==> config.mk <==
export PLATFORM = sky130hd
export DESIGN_NAME = rtc_i2c_sequencer
export DESIGN_NICKNAME = d
export VERILOG_FILES = /design/src/rtl/rtc_i2c_sequencer.sv
export SDC_FILE = /design/constraint.sdc
export NUM_CORES = 1
export LEC_CHECK = 0
export ABC_AREA = 1
export CORE_MARGIN = 2
export CORE_UTILIZATION = 47
export DETAILED_ROUTE_END_ITERATION = 12
export PLACE_DENSITY = 0.72
export SETUP_SLACK_MARGIN = 0.02
export SLEW_MARGIN = 15
export SYNTH_ARGS = -nofsm -noshare
export SYNTH_HDL_FRONTEND = slang
export SYNTH_SLANG_ARGS = --single-unit
==> constraint.sdc <==
create_clock -name clk_sys -period 2.75 [get_ports clk_sys]
set_clock_uncertainty 0.15 [all_clocks]
set_input_delay 0.55 -clock clk_sys [delete_from_list [all_inputs] [get_ports clk_sys]]
set_output_delay 0.55 -clock clk_sys [all_outputs]
set_load 0.02 [all_outputs]
==> src/rtl/rtc_i2c_sequencer.sv <==
// rtc_i2c_sequencer
// Drives the i2c_core master on behalf of two requesters: a periodic RTC poll
// (register-pointer write of 0x00, then an N_BYTES read) and a set-time request
// (pointer 0x00 followed by N_BYTES time bytes in one write). A completed read
// is presented as one atomic word on time_data with a one-cycle time_valid.
//
// Ports
//   clk_sys, reset           system clock, synchronous active-high reset
//   poll_tick                one-cycle read request, remembered one deep
//   set_valid/set_ready/     set-time handshake; set_data byte i = [8i+7:8i]
//   set_data                 (i=0 seconds ... i=N_BYTES-1 year)
//   i2c_wr_address/          one-cycle transaction start strobes to the core
//   i2c_rd_address
//   i2c_data_address         constant RTC_ADDR
//   i2c_byte_read            constant N_BYTES
//   i2c_in_valid/in_data     one-cycle transmit byte strobe to the core
//   i2c_in_ready             core ready; rising edges pace the write bytes
//   i2c_out_valid/out_data   core read-byte strobe and data
//   time_valid/time_data     one-cycle pulse with the freshly completed read
//   busy                     high outside IDLE
//   error                    one-cycle pulse when a transaction times out
module rtc_i2c_sequencer #(
  parameter logic [6:0] RTC_ADDR       = 7'h68,
  parameter int         N_BYTES        = 7,
  parameter int         TIMEOUT_CYCLES = 500000,
  parameter int         GAP_CYCLES     = 2000
) (
  input  logic                 clk_sys,
  input  logic                 reset,
  input  logic                 poll_tick,
  input  logic                 set_valid,
  input  logic [8*N_BYTES-1:0] set_data,
  output logic                 set_ready,
  output logic                 i2c_wr_address,
  output logic                 i2c_rd_address,
  output logic [6:0]           i2c_data_address,
  output logic [7:0]           i2c_byte_read,
  output logic                 i2c_in_valid,
  output logic [7:0]           i2c_in_data,
  input  logic                 i2c_in_ready,
  input  logic                 i2c_out_valid,
  input  logic [7:0]           i2c_out_data,
  output logic                 time_valid,
  output logic [8*N_BYTES-1:0] time_data,
  output logic                 busy,
  output logic                 error
);

  localparam int W     = 8*N_BYTES;
  // edge counter reaches N_BYTES+2 on the final edge of a set-time write
  localparam int IDX_W = $clog2(N_BYTES+3);
  localparam int TMO_W = $clog2(TIMEOUT_CYCLES+1);
  localparam int GAP_W = $clog2(GAP_CYCLES+1);

  localparam logic [IDX_W-1:0] LAST_RD  = IDX_W'(N_BYTES-1);
  localparam logic [IDX_W-1:0] WR_BYTES = IDX_W'(N_BYTES+1);
  localparam logic [TMO_W-1:0] TMO_LAST = TMO_W'(TIMEOUT_CYCLES-1);
  localparam logic [GAP_W-1:0] GAP_LAST = GAP_W'(GAP_CYCLES-1);

  typedef enum logic [2:0] {
    IDLE   = 3'd0,
    PTR_WR = 3'd1,
    RD     = 3'd2,
    WR     = 3'd3,
    GAP    = 3'd4
  } state_t;

  state_t             state_q, state_d;
  logic               poll_pending_q, poll_pending_d;
  logic [W-1:0]       set_buf_q, set_buf_d;
  logic [W-1:0]       shadow_q, shadow_d;
  logic [W-1:0]       time_data_q, time_data_d;
  logic [IDX_W-1:0]   rd_idx_q, rd_idx_d;
  logic [IDX_W-1:0]   edge_cnt_q, edge_cnt_d;
  logic [TMO_W-1:0]   tmo_cnt_q, tmo_cnt_d;
  logic [GAP_W-1:0]   gap_cnt_q, gap_cnt_d;
  logic               gap_to_rd_q, gap_to_rd_d;
  logic               in_ready_q;
  logic               wr_addr_q, wr_addr_d;
  logic               rd_addr_q, rd_addr_d;
  logic               in_valid_q, in_valid_d;
  logic [7:0]         in_data_q, in_data_d;
  logic               time_valid_q, time_valid_d;
  logic               error_q, error_d;

  logic               in_rdy_rise;
  logic [IDX_W-1:0]   n_tx;
  logic [7:0]         tx_byte;

  assign in_rdy_rise = i2c_in_ready & ~in_ready_q;

  // Bytes in the current write: the pointer alone for a poll, pointer plus
  // all time registers for a set.
  assign n_tx = (state_q == PTR_WR) ? IDX_W'(1) : WR_BYTES;

  // Byte k of a write: k=0 is the register pointer 0x00, k>=1 is time byte k-1.
  // edge_cnt_q equals the number of bytes already sent when an edge arrives.
  always_comb begin
    tx_byte = 8'h00;
    for (int k = 1; k <= N_BYTES; k++)
      if (edge_cnt_q == IDX_W'(k)) tx_byte = set_buf_q[8*(k-1) +: 8];
  end

  always_comb begin
    state_d        = state_q;
    poll_pending_d = poll_pending_q | poll_tick;
    set_buf_d      = set_buf_q;
    shadow_d       = shadow_q;
    time_data_d    = time_data_q;
    rd_idx_d       = rd_idx_q;
    edge_cnt_d     = edge_cnt_q;
    tmo_cnt_d      = tmo_cnt_q;
    gap_cnt_d      = gap_cnt_q;
    gap_to_rd_d    = gap_to_rd_q;
    wr_addr_d      = 1'b0;
    rd_addr_d      = 1'b0;
    in_valid_d     = 1'b0;
    in_data_d      = in_data_q;
    time_valid_d   = 1'b0;
    error_d        = 1'b0;

    case (state_q)
      IDLE: begin
        // A set request wins; a pending poll waits until set_valid drops.
        if (set_valid) begin
          state_d   = WR;
          set_buf_d = set_data;
        end else if (poll_pending_q) begin
          state_d        = PTR_WR;
          poll_pending_d = poll_tick;
        end
        // Either write starts with the address strobe and byte 0 together.
        if (set_valid || poll_pending_q) begin
          wr_addr_d  = 1'b1;
          in_valid_d = 1'b1;
          in_data_d  = 8'h00;
          edge_cnt_d = '0;
          tmo_cnt_d  = '0;
        end
      end

      PTR_WR, WR: begin
        tmo_cnt_d = tmo_cnt_q + TMO_W'(1);
        if (in_rdy_rise) begin
          tmo_cnt_d  = '0;
          edge_cnt_d = edge_cnt_q + IDX_W'(1);
          // The first edge is the address ACK; byte 0 is already latched.
          if (edge_cnt_q != '0) begin
            if (edge_cnt_q < n_tx) begin
              in_valid_d = 1'b1;
              in_data_d  = tx_byte;
            end else begin
              // Withholding in_valid lets the core NACK-terminate and STOP.
              state_d     = GAP;
              gap_cnt_d   = '0;
              gap_to_rd_d = (state_q == PTR_WR);
            end
          end
        end else if (tmo_cnt_q == TMO_LAST) begin
          error_d     = 1'b1;
          state_d     = GAP;
          gap_cnt_d   = '0;
          gap_to_rd_d = 1'b0;
        end
      end

      RD: begin
        tmo_cnt_d = tmo_cnt_q + TMO_W'(1);
        if (i2c_out_valid) begin
          tmo_cnt_d = '0;
          for (int i = 0; i < N_BYTES; i++)
            if (rd_idx_q == IDX_W'(i)) shadow_d[8*i +: 8] = i2c_out_data;
          rd_idx_d = rd_idx_q + IDX_W'(1);
          if (rd_idx_q == LAST_RD) begin
            // Publish the whole word at once so readers never see a mix.
            time_data_d  = shadow_d;
            time_valid_d = 1'b1;
            state_d      = GAP;
            gap_cnt_d    = '0;
            gap_to_rd_d  = 1'b0;
          end
        end else if (tmo_cnt_q == TMO_LAST) begin
          // Partial shadow is dropped: time_data keeps the last good read.
          error_d     = 1'b1;
          state_d     = GAP;
          gap_cnt_d   = '0;
          gap_to_rd_d = 1'b0;
        end
      end

      GAP: begin
        // Gives the core time to finish STOP before the next start strobe.
        if (gap_cnt_q == GAP_LAST) begin
          gap_to_rd_d = 1'b0;
          if (gap_to_rd_q) begin
            state_d   = RD;
            rd_addr_d = 1'b1;
            rd_idx_d  = '0;
            tmo_cnt_d = '0;
          end else begin
            state_d = IDLE;
          end
        end else begin
          gap_cnt_d = gap_cnt_q + GAP_W'(1);
        end
      end

      default: state_d = IDLE;
    endcase
  end

  always_ff @(posedge clk_sys) begin
    if (reset) begin
      state_q        <= IDLE;
      poll_pending_q <= 1'b0;
      set_buf_q      <= '0;
      shadow_q       <= '0;
      time_data_q    <= '0;
      rd_idx_q       <= '0;
      edge_cnt_q     <= '0;
      tmo_cnt_q      <= '0;
      gap_cnt_q      <= '0;
      gap_to_rd_q    <= 1'b0;
      in_ready_q     <= 1'b0;
      wr_addr_q      <= 1'b0;
      rd_addr_q      <= 1'b0;
      in_valid_q     <= 1'b0;
      in_data_q      <= 8'h00;
      time_valid_q   <= 1'b0;
      error_q        <= 1'b0;
    end else begin
      state_q        <= state_d;
      poll_pending_q <= poll_pending_d;
      set_buf_q      <= set_buf_d;
      shadow_q       <= shadow_d;
      time_data_q    <= time_data_d;
      rd_idx_q       <= rd_idx_d;
      edge_cnt_q     <= edge_cnt_d;
      tmo_cnt_q      <= tmo_cnt_d;
      gap_cnt_q      <= gap_cnt_d;
      gap_to_rd_q    <= gap_to_rd_d;
      in_ready_q     <= i2c_in_ready;
      wr_addr_q      <= wr_addr_d;
      rd_addr_q      <= rd_addr_d;
      in_valid_q     <= in_valid_d;
      in_data_q      <= in_data_d;
      time_valid_q   <= time_valid_d;
      error_q        <= error_d;
    end
  end

  assign set_ready        = (state_q == IDLE);
  assign busy             = (state_q != IDLE);
  assign i2c_wr_address   = wr_addr_q;
  assign i2c_rd_address   = rd_addr_q;
  assign i2c_data_address = RTC_ADDR;
  assign i2c_byte_read    = 8'(N_BYTES);
  assign i2c_in_valid     = in_valid_q;
  assign i2c_in_data      = in_data_q;
  assign time_valid       = time_valid_q;
  assign time_data        = time_data_q;
  assign error            = error_q;

endmodule

Word level (Yosys, flattened, before mapping)
Cells that the tools add are included.
{"block": "classes", "add_sub_neg": 4, "n_eq_ne": 31, "muxes": 74, "n_bitwise": 8, "order_cmp": 1, "reduce_logical": 23}
{"operator": "8-bit two-way mux", "n": 18}
{"operator": "19-bit two-way mux", "n": 5}
{"operator": "11-bit two-way mux", "n": 7}
{"operator": "19-bit case mux with 4 select lines", "n": 1}
{"operator": "11-bit case mux with 3 select lines", "n": 1}
{"operator": "4-bit by 3-bit equality test with 1-bit output, second input constant", "n": 7}
{"operator": "3-bit two-way mux", "n": 9}
{"operator": "4-bit two-way mux", "n": 6}
{"operator": "5-bit AND reduction", "n": 4}
{"operator": "19-bit by 1-bit adder with 19-bit output, second input constant", "n": 1}
{"operator": "19-bit equality test, second input constant", "n": 1}
{"operator": "1-bit two-way mux", "n": 19}
{"operator": "4-bit by 2-bit equality test with 1-bit output, second input constant", "n": 4}
{"operator": "4-bit case mux with 2 select lines", "n": 2}
{"operator": "8-bit case mux with 2 select lines", "n": 1}
{"operator": "2-bit inequality test, second input constant", "n": 7}
{"operator": "3-bit case mux with 4 select lines", "n": 1}
{"operator": "11-bit by 1-bit adder with 11-bit output, second input constant", "n": 1}
{"operator": "11-bit equality test, second input constant", "n": 1}
{"operator": "3-bit inequality test, second input constant", "n": 3}
{"operator": "4-bit by 1-bit adder with 4-bit output, second input constant", "n": 2}
{"operator": "4-bit by 1-bit equality test with 1-bit output, second input constant", "n": 2}
{"operator": "4-bit AND reduction", "n": 2}
{"operator": "4-bit nonzero test", "n": 2}
{"operator": "other kinds (21)", "n": 34}
{"block": "totals", "wordCells": 158, "ff_bits": 225, "inputBits": 70}

Longest topological paths before layout
Gate-level depths: netlist of run 1.
{"block": "logic_depth", "word_depth": 12, "depth_mapped": 13, "depth_no_buf": 11}

Worst setup path before layout of run 1
Ideal clock, no wire load.
{"block": "synth_path", "path_kind": "reg-to-reg", "start": "register gap_cnt_q[0]", "end": "register tmo_cnt_q[4]", "required_ns": 2.477, "setup_slack_ns": 0.908, "stages_incl_launch_ff": 12, "setup_ns": 0.123, "t_arrival_ns": 1.569, "synth_period_minus_slack_ns": 1.842, "cell_sequence": "dfxtp_1 > ha_1 > nand2_1 > nor2_1 > nand3_2 > nand2_4 > nand2_2 > o21ai_4 > inv_2 > buf_2 > o21ai_1 > a21oi_1"}
{"block": "synth_via", "elab_chain_cells": 3}
{"item": "start, declared", "line_no": "76", "text": "logic [GAP_W-1:0] gap_cnt_q, gap_cnt_d;"}
{"item": "start signal, assigned", "line_no": "240", "text": "gap_cnt_q <= gap_cnt_d;"}
{"item": "11-bit equality test", "line_no": "193", "text": "if (gap_cnt_q == GAP_LAST) begin"}
{"item": "2-bit inequality test (no line)"}
{"item": "4-bit AND reduction (no line)"}
{"item": "end signal, assigned", "line_no": "239", "text": "tmo_cnt_q <= tmo_cnt_d;"}
{"item": "end, declared", "line_no": "75", "text": "logic [TMO_W-1:0] tmo_cnt_q, tmo_cnt_d;"}
Every way passes these cells.
A chain may end at the register's enable or synchronous reset.

Worst setup path after layout of run 1
{"block": "layout_path", "start": "register state_q[1]", "end": "output set_ready"}
{"block": "layout_via", "elab_chain_cells": 1}
{"item": "start, declared", "line_no": "68", "text": "state_t state_q, state_d;"}
{"item": "start signal, assigned", "line_no": "232", "text": "state_q <= state_d;"}
{"item": "3-bit zero test", "line_no": "252", "text": "assign set_ready = (state_q == IDLE);"}
{"item": "end, declared", "line_no": "33", "text": "output logic set_ready,"}
Every way passes these cells.

==> flow_summary_export.csv, run 1 <==
group,metric,value,unit
run_status,status,"completed",
finish,fillerInstances,1960,
grt,track_usage,22.5,%
placement,gp_congestion,0.871,
critical_path,worst_ep_arrival_time,1.89,ns
grt,antenna_found_initial,0,
floorplan,die_w,149,µm
critical_path,worstSetupStartpointType,"flip-flop",
floorplan,fp-row-count,53,
detailed_routing,ant_nets,0,
clock_network,clock_sink_count,217,
floorplan,io_pins,156,
grt,grt_use_met3,3.21,%
grt,grt_max_degree,98,
finish,nNetsFinal,1553,
floorplan,die_h,149,µm
sta,setup_tns,0,ns
detailed_routing,vias,9250,
finish,utilization,59.1,%
placement,place_inst,1721,
critical_path,cp_max_fo,4,
sta,setup_viol,0,
logic_synthesis,synth_area_leaders,"dfxtp_1, a21oi_1, nand3_1",
logic_synthesis,synth.area.mux_share,0,%
finish,finalNonFillerCells,1765,
sta,drv_slew,0,
logic_synthesis,synth_compound_area_share,20.4,%
clock_network,clk_pin_slew_worst_paths,0.06,ns
flow_run,drv_cap,0,
logic_synthesis,netlist_instances,1369,
sta,max_slew_margin,53.7,%
pwr,power_density,873,mW/mm²
logic_synthesis,async_reset_ff_share,0,%
clock_network,clockBufferDepth,3,
critical_path,crit_path_max_incr_delay,0.64,ns
pwr,ir_drop,0.531,mV
clock_network,clk_latency,0.51,ns
sta,tightest_slew,0.694,ns
logic_synthesis,synth_cell_types,39,
grt,grt-ovfl-total,0,
detailed_routing,vias_per_cell,5.24,
logic_synthesis,yosys.area_share.simple,23.5,%
logic_synthesis,synth_edf_count,0,
logic_synthesis,ys_seq_area_share,43.9,%
grt,grt_pass1_vias,8446,
critical_path,cp_top_family,"buffers and inverters",
clock_network,cts_root_buf,"clkbuf_16",
logic_synthesis,synth_area_per_cell,7.23,µm²
logic_synthesis,yosys_warnings,0,
placement,port_buffers,140,
sta,fin_ws,0.165,ns
clock_network,cts_made_buffers,24,
sta,period_share,94.0,%
logic_synthesis,synth_top_family_by_area,"simple AND/OR/NAND/NOR gates",
clock_network,post-cts-setup-buffer-count,0,
pwr,power,10.7,mW
placement,hpwl,17100,µm
placement,dpl_cell_area,0.0114,mm²
min_path,hold_class,"flip-flop to flip-flop",
grt,use_met2,37.6,%
pwr,p_leak,4.89,nW
detailed_routing,wl_per_cell,14.6,µm
logic_synthesis,syn_area,0.00990,mm²
critical_path,cp_data_required_time,2.05,ns
logic_synthesis,netlist.area_leader.share,43.9,%
logic_synthesis,yosys_register_bits,217,
critical_path,worst-setup-path-type,"flip-flop to primary output",
logic_synthesis,synthXorXnorAreaFrac,0.354,%
clock_network,cts_resized,0,
floorplan,start_util,47.5,%
sta,rsz0062_at_grt,"no",
floorplan,dieArea,0.0222,mm²
sta,clock.fmax,387,MHz
detailed_routing,drt_wl_total,25800,µm
critical_path,end_kind,"primary output",
sta,hold_viol,0,
detailed_routing,drtPass1Iterations,5,
grt,grt_pass1_wl,41700,µm
logic_synthesis,synth_top_area_cell,"dfxtp_1",
floorplan,core-area,0.0208,mm²
clock_network,cts_tree,"built",
clock_network,postCtsHoldBufs,0,
grt,busiest_layer,"met2",
finish,n_antenna_cell,0,
critical_path,cpMaxStageDelayCell,"clkdlybuf4s50_1",
placement,pre_cts_ws,0.163,ns
clock_network,htree_levels,1,
finish,layout-drive-gt1-share,7.85,%
finish,area_growth,24.4,%
grt,gr-usage-met1,30.4,%
detailed_routing,drc,0,
sta,whs,0.305,ns
critical_path,path_cells,"inv_2 > nand2_4 > nor2_1 > clkdlybuf4s50_1",
sta,post-route-min-period,2.59,ns
critical_path,crit_buf_inv,2,
logic_synthesis,synth_fa_ha_area_share,1.39,%
logic_synthesis,synth_flop_cell,"dfxtp_1",
detailed_routing,drt-initial-drc-count,551,
finish,design_area,0.0123,mm²
where the power goes:
group | switching [mW] | internal [mW] | total (mW)
Clock | 1.29 | 2.31 | 3.60
Sequential | 0.331 | 3.72 | 4.05
Combinational | 1.99 | 1.11 | 3.09
Total | 3.61 | 7.14 | 10.7
final cells by class:
type | instances | area, µm² | area share [%]
Multi-Input combinational cell | 933 | 4580 | 37.2
Sequential cell | 217 | 4340 | 35.3
Timing Repair Buffer | 159 | 1620 | 13.1
Clock buffer | 36 | 736 | 5.97
Inverter | 137 | 517 | 4.20
Tap cell | 275 | 344 | 2.79
Clock inverter | 8 | 176 | 1.43
synthesized netlist by cell type, types with 2 or more instances:
cell	n
buf_6	9
o211ai_1	5
nor4_1	2
buf_2	23
nand3_2	3
conb_1	2
nand2_4	2
ha_1	11
nor2_2	5
nand2_1	158
xor2_1	4
inv_1	126
o21ai_0	155
o21ai_1	51
nand3_1	155
nand4_1	10
a21oi_1	159
nor2_1	147
and3_1	3
nor3_1	9
dfxtp_1	217
o21ai_2	11
nand2_2	14
nor3_2	3
inv_2	11
buf_4	16
buf_1	6
clkbuf_1	41
registers in the layout, indices dropped and copies added (netlist names):
signal and count:
rd_idx_q 4, error 1, poll_pending_q 1, i2c_in_data 8
edge_cnt_q 4, in_ready_q 1, i2c_in_valid 1, gap_cnt_q 11
time_valid 1, i2c_wr_address 1, gap_to_rd_q 1, state_q 3
time_data 56, i2c_rd_address 1, shadow_q 48, tmo_cnt_q 19
set_buf_q 56
kinds of logic after synthesis:
family	count (synthesis)
and+or+nand+nor	516
AOI/OAI and AO/OA	387
buffers and inverters	232
DFF	217
adders and majority gates	11
xor gates and xnor gates	4
other	2
tightest hold or removal path: stages, from the launching register on:
cell and delay, ns:
dfxtp_1 0.30, inv_1 0.06, a21oi_1 0.05
layer usage:
| layer | routed length (µm) | vias up |
|---|---|---|
| met1 | 11800 | 4246 |
| met2 | 12000 | 248 |
| met4 | 515 | 0 |
| met3 | 1510 | 37 |
| met5 | 0 | - |
| li1 | - | 4719 |
path summary, 6_finish.rpt:
kind / end / cells after the start / slack [ns] / startpoint
max: set_ready / 4 / 0.16 / state_q[1]$_SDFFE_PP0P_
min: set_buf_q[52]$_SDFFE_PP0P_ / 2 / 0.31 / set_buf_q[52]$_SDFFE_PP0P_
max reg2reg: tmo_cnt_q[5]$_SDFFE_PP0P_ / 10 / 0.43 / gap_cnt_q[0]$_SDFFE_PP0P_
min reg2reg: set_buf_q[52]$_SDFFE_PP0P_ / 2 / 0.31 / set_buf_q[52]$_SDFFE_PP0P_
placed cells by master, fill, tap and decap left out, drive strengths merged, types with 5 or more instances in the layout:
| cell | n |
|---|---|
| o211ai | 5 |
| nor2 | 154 |
| clkdlybuf4s50 | 140 |
| bufinv | 5 |
| inv | 137 |
| nand4 | 10 |
| nand3 | 158 |
| nor3 | 12 |
| ha | 11 |
| o21ai | 218 |
| nand2 | 174 |
| conb | 15 |
| buf | 19 |
| dfxtp | 217 |
| a21oi | 160 |
| clkbuf | 36 |
Note: power is estimated with default switching activity, not from simulation.
==> run 2: changes to the inputs <==
ABC_AREA = not set   (was 1)
CORE_MARGIN = not set   (was 2)
SLEW_MARGIN = 40   (was 15)
==> run 2 against run 1 <==
Compared with the run above: cell area about the same; highest routed layer unchanged; via count shrank 3.3%; die area down 4.6%; worst hold slack got worse by 0.0043 ns; critical endpoint unchanged; routed wire length fell by 1.3%; non-clock buffer count is 40 higher.
==> flow_summary_export.csv, run 2 <==
group,metric,value,unit
pwr,p_leak,4.20,nW
finish,utilization,60.8,%
logic_synthesis,yosys_register_bits,217,
detailed_routing,ant_nets,0,
sta,drv_slew,0,
pwr,power_frac_comb,21.8,%
grt,grt_pass1_wl,41400,µm
pwr,power_density,695,mW/mm²
logic_synthesis,yosysMostFrequentCell,"nand2_1",
run_status,status,"completed",
placement,port_buffers,140,
detailed_routing,drt_wl_total,25400,µm
logic_synthesis,synth_area_leaders,"dfxtp_1, nand2_1, a21oi_1",
floorplan,die_h,146,µm
grt,grt-ovfl-total,0,
clock_network,clock_sink_count,217,
sta,post-route-min-period,2.58,ns
sta,rsz0062_at_grt,"no",
finish,layout_common_cells,"nand2_1, dfxtp_1, a21oi_1",
grt,grt_pass1_vias,8173,
critical_path,cpMaxStageDelayCell,"dlygate4sd2_1",
critical_path,cp_data_required_time,2.05,ns
detailed_routing,vias_per_cell,5.54,
finish,area_growth,26.8,%
detailed_routing,drc,0,
floorplan,io_pins,156,
sta,max_slew_margin,52.3,%
pwr,p_sw_share,30.3,%
clock_network,clockBufferDepth,3,
detailed_routing,drt-initial-drc-count,639,
logic_synthesis,synth_area_per_cell,8.07,µm²
floorplan,dieArea,0.0212,mm²
grt,track_usage,23.4,%
grt,grt_max_degree,102,
pwr,ir_drop,0.430,mV
critical_path,end_kind,"primary output",
sta,period_share,93.8,%
logic_synthesis,netlist.area_leader.share,44.8,%
critical_path,cp_max_fo,6,
floorplan,die_w,146,µm
pwr,internal_power,5.96,mW
floorplan,start_util,48.0,%
sta,setup_tns,0,ns
floorplan,fp-row-count,52,
logic_synthesis,netlist_instances,1203,
detailed_routing,wl_per_cell,15.8,µm
finish,layout-drive-gt1-share,8.56,%
logic_synthesis,synth_edf_count,0,
critical_path,worst_ep_arrival_time,1.88,ns
clock_network,clk_pin_slew_worst_paths,0.06,ns
min_path,hold_class,"flip-flop to flip-flop",
detailed_routing,vias,8944,
critical_path,path_cells,"buf_4 > or3_1 > inv_1 > dlygate4sd2_1",
clock_network,cts_root_buf,"clkbuf_16",
finish,n_antenna_cell,0,
clock_network,cts_made_buffers,24,
logic_synthesis,async_reset_ff_share,0,%
logic_synthesis,syn_area,0.00970,mm²
min_path,hold_depth,2,
sta,whs,0.301,ns
logic_synthesis,synth_top_area_cell,"dfxtp_1",
pwr,p_seq_share,41.2,%
logic_synthesis,netlist_top_cells_count,"nand2_1, dfxtp_1, a21oi_1, nor2_1, clkbuf_1",
critical_path,worstSetupStartpointType,"flip-flop",
sta,clock.fmax,388,MHz
pwr,switchingPower,2.59,mW
critical_path,reg2regPathDepth,8,
finish,final_common_cell,"nand2_1",
critical_path,worst-setup-path-type,"flip-flop to primary output",
sta,hold_viol,0,
sta,tightest_slew,0.714,ns
logic_synthesis,ys_seq_area_share,44.8,%
clock_network,postCtsHoldBufs,0,
pwr,clkPwrFrac,37.0,%
grt,antenna_found_initial,0,
detailed_routing,drtPass1Iterations,5,
logic_synthesis,yosys_warnings,0,
clock_network,cts_tree,"built",
finish,nNetsFinal,1406,
clock_network,clk_latency,0.51,ns
logic_synthesis,synth_flop_cell,"dfxtp_1",
placement,hpwl,16900,µm
critical_path,crit_path_max_incr_delay,0.36,ns
floorplan,core-area,0.0202,mm²
logic_synthesis,synth_cell_types,62,
clock_network,htree_levels,1,
flow_run,drv_cap,0,
sta,setup_viol,0,
placement,gp_congestion,0.876,
run 2: cell types whose count changed after synthesis, sizes merged, moves of 33 or more:
cell / change
mux2i: +33
nor2: -57
o21ai: -166
inv: -126
a211oi: +44
nand2: +48
nand3: -100
run 2: layer usage:
metal | routed length, µm | vias to the layer above | GRT usage [%]
li1 | - | 4451 | -
met1 | 12100 | 4204 | 33.4
met2 | 11500 | 251 | 37.0
met3 | 1360 | 38 | 3.13
met4 | 507 | 0 | 6.32
met5 | 0 | - | 0
run 2: cell families (layout without fill, tap and decap cells):
| group | count (synthesis) | in the layout | share of synthesized area, % |
|---|---|---|---|
| and+or+nand+nor | 464 | 464 | 22.1 |
| other | 2 | 15 | 0.0774 |
| xor gates and xnor gates | 17 | 17 | 1.53 |
| adders and majority gates | 11 | 11 | 1.42 |
| AOI/OAI and AO/OA | 332 | 332 | 21.0 |
| muxes | 33 | 33 | 3.40 |
| buffers and inverters | 127 | 254 | 5.74 |
| DFF | 217 | 217 | 44.8 |
run 2: path summary, 6_finish.rpt:
| path | startpoint | endpoint | slack [ns] |
|---|---|---|---|
| hold reg to reg | set_buf_q[21]$_SDFFE_PP0P_ | set_buf_q[21]$_SDFFE_PP0P_ | 0.30 |
| setup reg to reg | state_q[0]$_SDFFE_PP0P_ | gap_cnt_q[6]$_SDFFE_PP0P_ | 0.24 |
| hold / removal | set_buf_q[21]$_SDFFE_PP0P_ | set_buf_q[21]$_SDFFE_PP0P_ | 0.30 |
| setup / recovery | state_q[2]$_SDFFE_PP0P_ | set_ready | 0.17 |
run 2: per-stage QoR:
stage,power [mW],instances,setup slack (ns),cell area (µm²)
after floorplan,4.76,1216,0.411,9750
after global placement,5.42,1569,0.154,11500
after detailed placement,5.44,1569,0.108,11500
after CTS,8.58,1613,0.115,12300
after global routing,8.95,1613,0.0782,12300
final,8.55,1613,0.171,12300
run 2: worst max-delay path, delay by kind of cell, from the launching register on:
kind	cells	cell delay, ns
flops	1	0.32
simple gates	1	0.34
buf+inv	3	0.70
run 2: area by class of cell:
cell class	instances	area, µm²
Clock inverter	9	72.6
Clock buffer	35	713
Sequential cell	217	4340
Multi-Input combinational cell	872	4900
Tap cell	270	338
Fill cell	1800	7930
Timing Repair Buffer	199	1890
Inverter	11	41.3
run 2: power by group through the flow:
stage               combinational, mW  sequential, mW  clock, mW
floorplan                        1.21            3.55          0
global placement                 1.84            3.58          0
detailed placement               1.85            3.59          0
CTS                              1.85            3.52       3.22
global route                     2.06            3.55       3.34
finish                           1.86            3.52       3.16
run 2: repair_timing:
action,4_1_cts,5_1_grt
buffers inserted,0,0
setup endpoints to repair,2,9
resized for setup,2,1
